### config.mk
export PLATFORM = sky130hd
export DESIGN_NAME = instruction_decoder_flat
export DESIGN_NICKNAME = d
export VERILOG_FILES = /design/src/rtl/instruction_decoder_if.sv /design/src/rtl/instruction_decoder.sv /design/src/flat_wrapper.sv
export SDC_FILE = /design/constraint.sdc
export NUM_CORES = 1
export LEC_CHECK = 0
export CAP_MARGIN = 20
export CORE_ASPECT_RATIO = 0.7
export CORE_MARGIN = 10
export CORE_UTILIZATION = 34
export DETAILED_ROUTE_END_ITERATION = 10
export PLACE_DENSITY = 0.89
export SLEW_MARGIN = 20
export SYNTH_ARGS = -nofsm -noshare
export SYNTH_HDL_FRONTEND = slang
export SYNTH_SLANG_ARGS = --single-unit
### constraint.sdc
create_clock -name clock -period 2 [get_ports clock]
set_clock_uncertainty 0.05 [all_clocks]
set_input_delay 0.3 -clock clock [delete_from_list [all_inputs] [get_ports clock]]
set_output_delay 0.3 -clock clock [all_outputs]
set_load 0.05 [all_outputs]
### src/rtl/instruction_decoder_if.sv
// Bundles the instruction word and all decoded outputs of the decode stage.
//   slave  : the decoder side (takes the instruction, drives decode results)
//   master : the fetch/execute side (drives the instruction, reads results)
// Signals:
//   w_instr_32           instruction word from the instruction register
//   w_instr_out_32       registered debug copy of the instruction
//   w_alu_op/w_mem_op/w_branch_op/w_nop  one-hot class flags
//   w_op_type_6 .. w_branch_imm_val_26   raw field slices
interface instruction_decoder_if;
  logic [31:0] w_instr_32;
  logic [31:0] w_instr_out_32;
  logic        w_alu_op;
  logic        w_mem_op;
  logic        w_branch_op;
  logic        w_nop;
  logic [5:0]  w_op_type_6;
  logic [4:0]  w_rs_addr_5;
  logic [4:0]  w_rt_addr_5;
  logic [4:0]  w_rd_addr_5;
  logic [4:0]  w_sh_amt_5;
  logic [5:0]  w_func_6;
  logic [15:0] w_alu_imm_val_16;
  logic [25:0] w_branch_imm_val_26;

  modport slave (
    input  w_instr_32,
    output w_instr_out_32, w_alu_op, w_mem_op, w_branch_op, w_nop,
           w_op_type_6, w_rs_addr_5, w_rt_addr_5, w_rd_addr_5,
           w_sh_amt_5, w_func_6, w_alu_imm_val_16, w_branch_imm_val_26
  );

  modport master (
    output w_instr_32,
    input  w_instr_out_32, w_alu_op, w_mem_op, w_branch_op, w_nop,
           w_op_type_6, w_rs_addr_5, w_rt_addr_5, w_rd_addr_5,
           w_sh_amt_5, w_func_6, w_alu_imm_val_16, w_branch_imm_val_26
  );
endinterface

### src/rtl/instruction_decoder.sv
// MIPS-I instruction decode stage. Registers raw field slices of the incoming
// instruction and a one-hot class flag (ALU / memory / branch-jump / NOP).
// Latency is one cycle; a new instruction is accepted every cycle.
// Ports:
//   clock  rising-edge clock
//   reset  synchronous active-high reset; outputs zero except w_nop=1 (bubble)
//   dec    instruction_decoder_if.slave: w_instr_32 in, decoded outputs out
// Build option:
//   DECODER_INSTR_PASSTHRU_EN  when defined, w_instr_out_32 is a registered
//                              copy of the instruction; otherwise tied to 0.
module instruction_decoder (
  input  logic                  clock,
  input  logic                  reset,
  instruction_decoder_if.slave  dec
);

  logic [5:0] opcode;
  logic [5:0] func;
  logic       alu_c;
  logic       mem_c;
  logic       branch_c;
  logic       nop_c;

  assign opcode = dec.w_instr_32[31:26];
  assign func   = dec.w_instr_32[5:0];

  // Every flag starts at 0 so an unknown or X/Z word lands in the all-zero
  // default rather than propagating into the class flags.
  always_comb begin
    alu_c    = 1'b0;
    mem_c    = 1'b0;
    branch_c = 1'b0;
    nop_c    = 1'b0;
    if (dec.w_instr_32 == 32'h0000_0000) begin
      // The all-zero word encodes sll $0,$0,0 but is reported only as a bubble.
      nop_c = 1'b1;
    end else begin
      case (opcode)
        6'h00: begin
          case (func)
            6'h00, 6'h02, 6'h03, 6'h04, 6'h06, 6'h07,
            6'h10, 6'h11, 6'h12, 6'h13,
            6'h18, 6'h19, 6'h1A, 6'h1B,
            6'h20, 6'h21, 6'h22, 6'h23, 6'h24, 6'h25, 6'h26, 6'h27,
            6'h2A, 6'h2B:         alu_c    = 1'b1;
            6'h08, 6'h09:         branch_c = 1'b1;
            default:              ;
          endcase
        end
        6'h08, 6'h09, 6'h0A, 6'h0B,
        6'h0C, 6'h0D, 6'h0E, 6'h0F:      alu_c    = 1'b1;
        6'h20, 6'h21, 6'h22, 6'h23, 6'h24, 6'h25, 6'h26,
        6'h28, 6'h29, 6'h2A, 6'h2B, 6'h2E: mem_c  = 1'b1;
        6'h01, 6'h02, 6'h03, 6'h04,
        6'h05, 6'h06, 6'h07:             branch_c = 1'b1;
        default:                         ;
      endcase
    end
  end

  always_ff @(posedge clock) begin
    if (reset) begin
      dec.w_alu_op            <= 1'b0;
      dec.w_mem_op            <= 1'b0;
      dec.w_branch_op         <= 1'b0;
      dec.w_nop               <= 1'b1;
      dec.w_op_type_6         <= '0;
      dec.w_rs_addr_5         <= '0;
      dec.w_rt_addr_5         <= '0;
      dec.w_rd_addr_5         <= '0;
      dec.w_sh_amt_5          <= '0;
      dec.w_func_6            <= '0;
      dec.w_alu_imm_val_16    <= '0;
      dec.w_branch_imm_val_26 <= '0;
    end else begin
      dec.w_alu_op            <= alu_c;
      dec.w_mem_op            <= mem_c;
      dec.w_branch_op         <= branch_c;
      dec.w_nop               <= nop_c;
      dec.w_op_type_6         <= opcode;
      dec.w_rs_addr_5         <= dec.w_instr_32[25:21];
      dec.w_rt_addr_5         <= dec.w_instr_32[20:16];
      dec.w_rd_addr_5         <= dec.w_instr_32[15:11];
      dec.w_sh_amt_5          <= dec.w_instr_32[10:6];
      dec.w_func_6            <= func;
      dec.w_alu_imm_val_16    <= dec.w_instr_32[15:0];
      dec.w_branch_imm_val_26 <= dec.w_instr_32[25:0];
    end
  end

`ifdef DECODER_INSTR_PASSTHRU_EN
  always_ff @(posedge clock) begin
    if (reset) dec.w_instr_out_32 <= '0;
    else       dec.w_instr_out_32 <= dec.w_instr_32;
  end
`else
  assign dec.w_instr_out_32 = 32'h0000_0000;
`endif

endmodule

### src/flat_wrapper.sv
// flat-port wrapper written by rule: the top's interface ports become plain ports
module instruction_decoder_flat 
  (clock, reset, dec_w_instr_32, dec_w_instr_out_32, dec_w_alu_op, dec_w_mem_op, dec_w_branch_op, dec_w_nop, dec_w_op_type_6, dec_w_rs_addr_5, dec_w_rt_addr_5, dec_w_rd_addr_5, dec_w_sh_amt_5, dec_w_func_6, dec_w_alu_imm_val_16, dec_w_branch_imm_val_26);
  instruction_decoder_if dec_i ();
  input  logic clock;
  input  logic reset;
  input wire logic [$bits(dec_i.w_instr_32)-1:0] dec_w_instr_32;
  output wire logic [$bits(dec_i.w_instr_out_32)-1:0] dec_w_instr_out_32;
  output wire logic [$bits(dec_i.w_alu_op)-1:0] dec_w_alu_op;
  output wire logic [$bits(dec_i.w_mem_op)-1:0] dec_w_mem_op;
  output wire logic [$bits(dec_i.w_branch_op)-1:0] dec_w_branch_op;
  output wire logic [$bits(dec_i.w_nop)-1:0] dec_w_nop;
  output wire logic [$bits(dec_i.w_op_type_6)-1:0] dec_w_op_type_6;
  output wire logic [$bits(dec_i.w_rs_addr_5)-1:0] dec_w_rs_addr_5;
  output wire logic [$bits(dec_i.w_rt_addr_5)-1:0] dec_w_rt_addr_5;
  output wire logic [$bits(dec_i.w_rd_addr_5)-1:0] dec_w_rd_addr_5;
  output wire logic [$bits(dec_i.w_sh_amt_5)-1:0] dec_w_sh_amt_5;
  output wire logic [$bits(dec_i.w_func_6)-1:0] dec_w_func_6;
  output wire logic [$bits(dec_i.w_alu_imm_val_16)-1:0] dec_w_alu_imm_val_16;
  output wire logic [$bits(dec_i.w_branch_imm_val_26)-1:0] dec_w_branch_imm_val_26;
  assign dec_i.w_instr_32 = dec_w_instr_32;
  assign dec_w_instr_out_32 = dec_i.w_instr_out_32;
  assign dec_w_alu_op = dec_i.w_alu_op;
  assign dec_w_mem_op = dec_i.w_mem_op;
  assign dec_w_branch_op = dec_i.w_branch_op;
  assign dec_w_nop = dec_i.w_nop;
  assign dec_w_op_type_6 = dec_i.w_op_type_6;
  assign dec_w_rs_addr_5 = dec_i.w_rs_addr_5;
  assign dec_w_rt_addr_5 = dec_i.w_rt_addr_5;
  assign dec_w_rd_addr_5 = dec_i.w_rd_addr_5;
  assign dec_w_sh_amt_5 = dec_i.w_sh_amt_5;
  assign dec_w_func_6 = dec_i.w_func_6;
  assign dec_w_alu_imm_val_16 = dec_i.w_alu_imm_val_16;
  assign dec_w_branch_imm_val_26 = dec_i.w_branch_imm_val_26;
  instruction_decoder u_core (.clock(clock), .reset(reset), .dec(dec_i));
endmodule
==> summary.md <==
| Metric | Value |
|---|---|
| Run status | finished, final reports clean |
| TritonCTS Buffers | 5 |
| Hold Vio Cnt, Final | 0 |
| Fill cells | approximately 450 |
| Clk buf depth | 2 |
| Post-synthesis cell type count | 23 |
| Worst setup SP type | flip-flop |
| Fraction of registers with async set/reset | 0% |
| Synth Cell Area | 1680 µm² |
| GRT Total Usage | between 10% and 20% |
| Crit end category | output pin |
| CP arrival | about 1.5 ns |
| Sink Count | 36 |
| Total power divided by cell area | roughly 800 nW/µm² |
| Synth cell count leaders | buf_4, dfxtp_1, nor2b_1 |
| Area contributors post-synth | dfxtp_1, buf_4, nor2b_1 |
| First-pass GRT wire length | ~7600 µm |
| DR DRC count | 0 |
| Final setup vio count | 0 |
| Pin count of the biggest net entering global routing | 23 |
| Worst-margin pin slew | 0.545 ns |
| P&R area growth vs syn | 51.1% |
| CTS root buf | clkbuf_8 |
| Gp weighted congestion | 0.680 |
| RSZ-0062 raised after global routing | no |
| CP max FO | 3 |
| Core Region | about 4800 µm² |
| Worst hold path type | in2reg |
| Min cycle time layout | between 1.5 and 2 ns |
| H-tree depth | 2 |
| Clock-pin slew on the worst setup and hold paths | about 0.070 ns |
| Crit path capture | dec_w_alu_imm_val_16[0] |
| DRT Pass-1 Iters | 3 |
| Routed len/inst | 15.6 µm |
| Buf+Inv Stages, Crit Path | 1 |
| Crit share post-route | between 90% and 100% |
| Die height | just under 80 µm |
| Stages on worst setup path | 1 |
| Prevailing post-synth register cell | dfxtp_1 |
| Slew Viols, Final | 0 |
| # rows | 21 |
| PortBufs | roughly 110 |
| EDFF count, synth | 0 |
| Max cap viols | 0 |
| Number of gates resized after cts | 0 |
| Initial antenna violation count | 0 |
| CP Cell Sequence | clkdlybuf4s50_1 |
| Sequential Area | 721 µm² |
| Vias | around 1200 |
| Initial Util | a little over a third |
| Mean Syn Cell Area | 9.61 µm² |
| Nets | about 280 |
| Die width | about 100 µm |
| Slew margin rel. | between 60 and 70% |
| Post-DP Area | around 2500 µm² |
| CP Launch Point | u_core.dec.w_branch_imm_val_26[0]$_SDFF_PP0_ |
| Number of global-route vias before repair | roughly 1300 |
| Critical Path RT | between 1.5 and 2 ns |
| Iteration-0 DRC Markers | 15 |
| Routed Antenna Nets | 0 |
| DP HPWL | roughly 4400 µm |
| DIE AREA | slightly above 8000 µm² |
| Crit path max-delay family | buffers and inverters |
| Core Util, Final | between 50% and 60% |
| Hold_buf cts | 0 |
| Yosys top cell by area | dfxtp_1 |
| Seq cells post-synth | 36 |
| Sum Neg Setup Slack | 0 ns |
| Worst hold slack | 0.556 ns |
| Number of top-level pins | between 100 and 150 |
| Top cell type's share of synthesized area | around 43% |
| Design Power | around 2.0 mW |
| Total grt overflow | 0 |
| Maximum VDD drop | 0.315 mV |
| CTS tree | yes |
| Mapped Cells | around 180 |
| Multi-input logic area | just over 500 µm² |
| Fmax | 553 MHz |
| DRT Wirelength | between 4000 and 5000 µm |
| Crit Path Class | reg2out |
| Register area share after synthesis | a little over two fifths |
| Leak | around 0.99 nW |
| CP max stage delay | approximately 0.8 ns |
| Slowest-stage cell, CP | clkdlybuf4s50_1 |
| Count leader, synth | buf_4 |
| Ys Warns | 0 |
| DR vias/cell | 3.85 |
| Post-CTS setup buffers | 0 |
| Ant. Diodes | 0 |
| Layout cells sized above 1 | under 10% |
| Design area | about 2500 µm² |
layer usage:
metal	part of all wire, %	vias to the layer above	global-route usage [%]
met3	12	5	7.10
met4	1.0	0	4.16
met2	46	80	19.1
met5	0	-	0
li1	-	601	-
met1	41	546	12.2
through the flow:
stage,instances,worst slack (ns)
final,320,0.193
after global routing,320,0.116
after CTS,320,0.165
after detailed placement,312,0.180
after global placement,312,0.154
after floorplan,206,0.736
how the worst min path moves through the flow:
| stage | from | end | slack, ns | depth (start not counted) |
|---|---|---|---|---|
| 2_1_floorplan | reset | u_core.dec.w_branch_imm_val_26[10]$_SDFF_PP0_ | 0.32 | 1 |
| 3_3_place_gp | dec_w_instr_32[8] | u_core.dec.w_sh_amt_5[2]$_SDFF_PP0_ | 0.84 | 2 |
| 3_5_place_dp | dec_w_instr_32[20] | u_core.dec.w_branch_imm_val_26[20]$_SDFF_PP0_ | 0.85 | 2 |
| 4_1_cts | dec_w_instr_32[20] | u_core.dec.w_branch_imm_val_26[20]$_SDFF_PP0_ | 0.55 | 2 |
| 5_1_grt | dec_w_instr_32[20] | u_core.dec.w_branch_imm_val_26[20]$_SDFF_PP0_ | 0.56 | 2 |
| 6_report | dec_w_instr_32[20] | u_core.dec.w_branch_imm_val_26[20]$_SDFF_PP0_ | 0.56 | 2 |
power by group:
part           switching [mW]  internal (mW)
clock                   0.236          0.281
combinational           0.509          0.215
sequential             0.0194          0.755
cell families after synthesis:
| family | after synthesis | synth area share (%) |
|---|---|---|
| multiplexers | 1 | 0.670 |
| AO/OA/AOI/OAI | 8 | 3.05 |
| other | 1 | 0.223 |
| AND/OR/NAND/NOR | 51 | 19.3 |
| buffers and inverters | 78 | 33.9 |
| flip-flops | 36 | 42.9 |
flip-flops by register name, summed over array words and instances, names as in the netlist:
| signal | flops |
|---|---|
| u_core.dec.w_alu_op | 1 |
| u_core.dec.w_mem_op | 1 |
| u_core.dec.w_nop | 1 |
| u_core.dec.w_rt_addr_5 | 4 |
| u_core.dec.w_rd_addr_5 | 4 |
| u_core.dec.w_branch_imm_val_26 | 9 |
| u_core.dec.w_op_type_6 | 6 |
| u_core.dec.w_branch_op | 1 |
| u_core.dec.w_rs_addr_5 | 5 |
| u_core.dec.w_sh_amt_5 | 4 |
cells in the final DEF (no fill, tap or decap), types with 2 or more instances in the layout:
cell type	synthesis	routed
nor4_1	5	5
nor3_2	3	3
a21oi_1	4	4
nor2b_1	31	31
buf_4	74	3
dfxtp_1	36	36
clkbuf_8	0	6
nor2_1	3	3
clkdlybuf4s50_1	0	111
clkbuf_1	3	2
nand2_1	2	2
conb_1	1	32
final cells by class:
class	instances	area share [%]
clock buffers	8	3.55
flip-flops and latches	36	28.4
repair buffers	114	44.6
multi-input cells	92	19.9
well taps	69	3.40
inverters	1	0.148
Note: power is estimated with default switching activity, not from simulation.
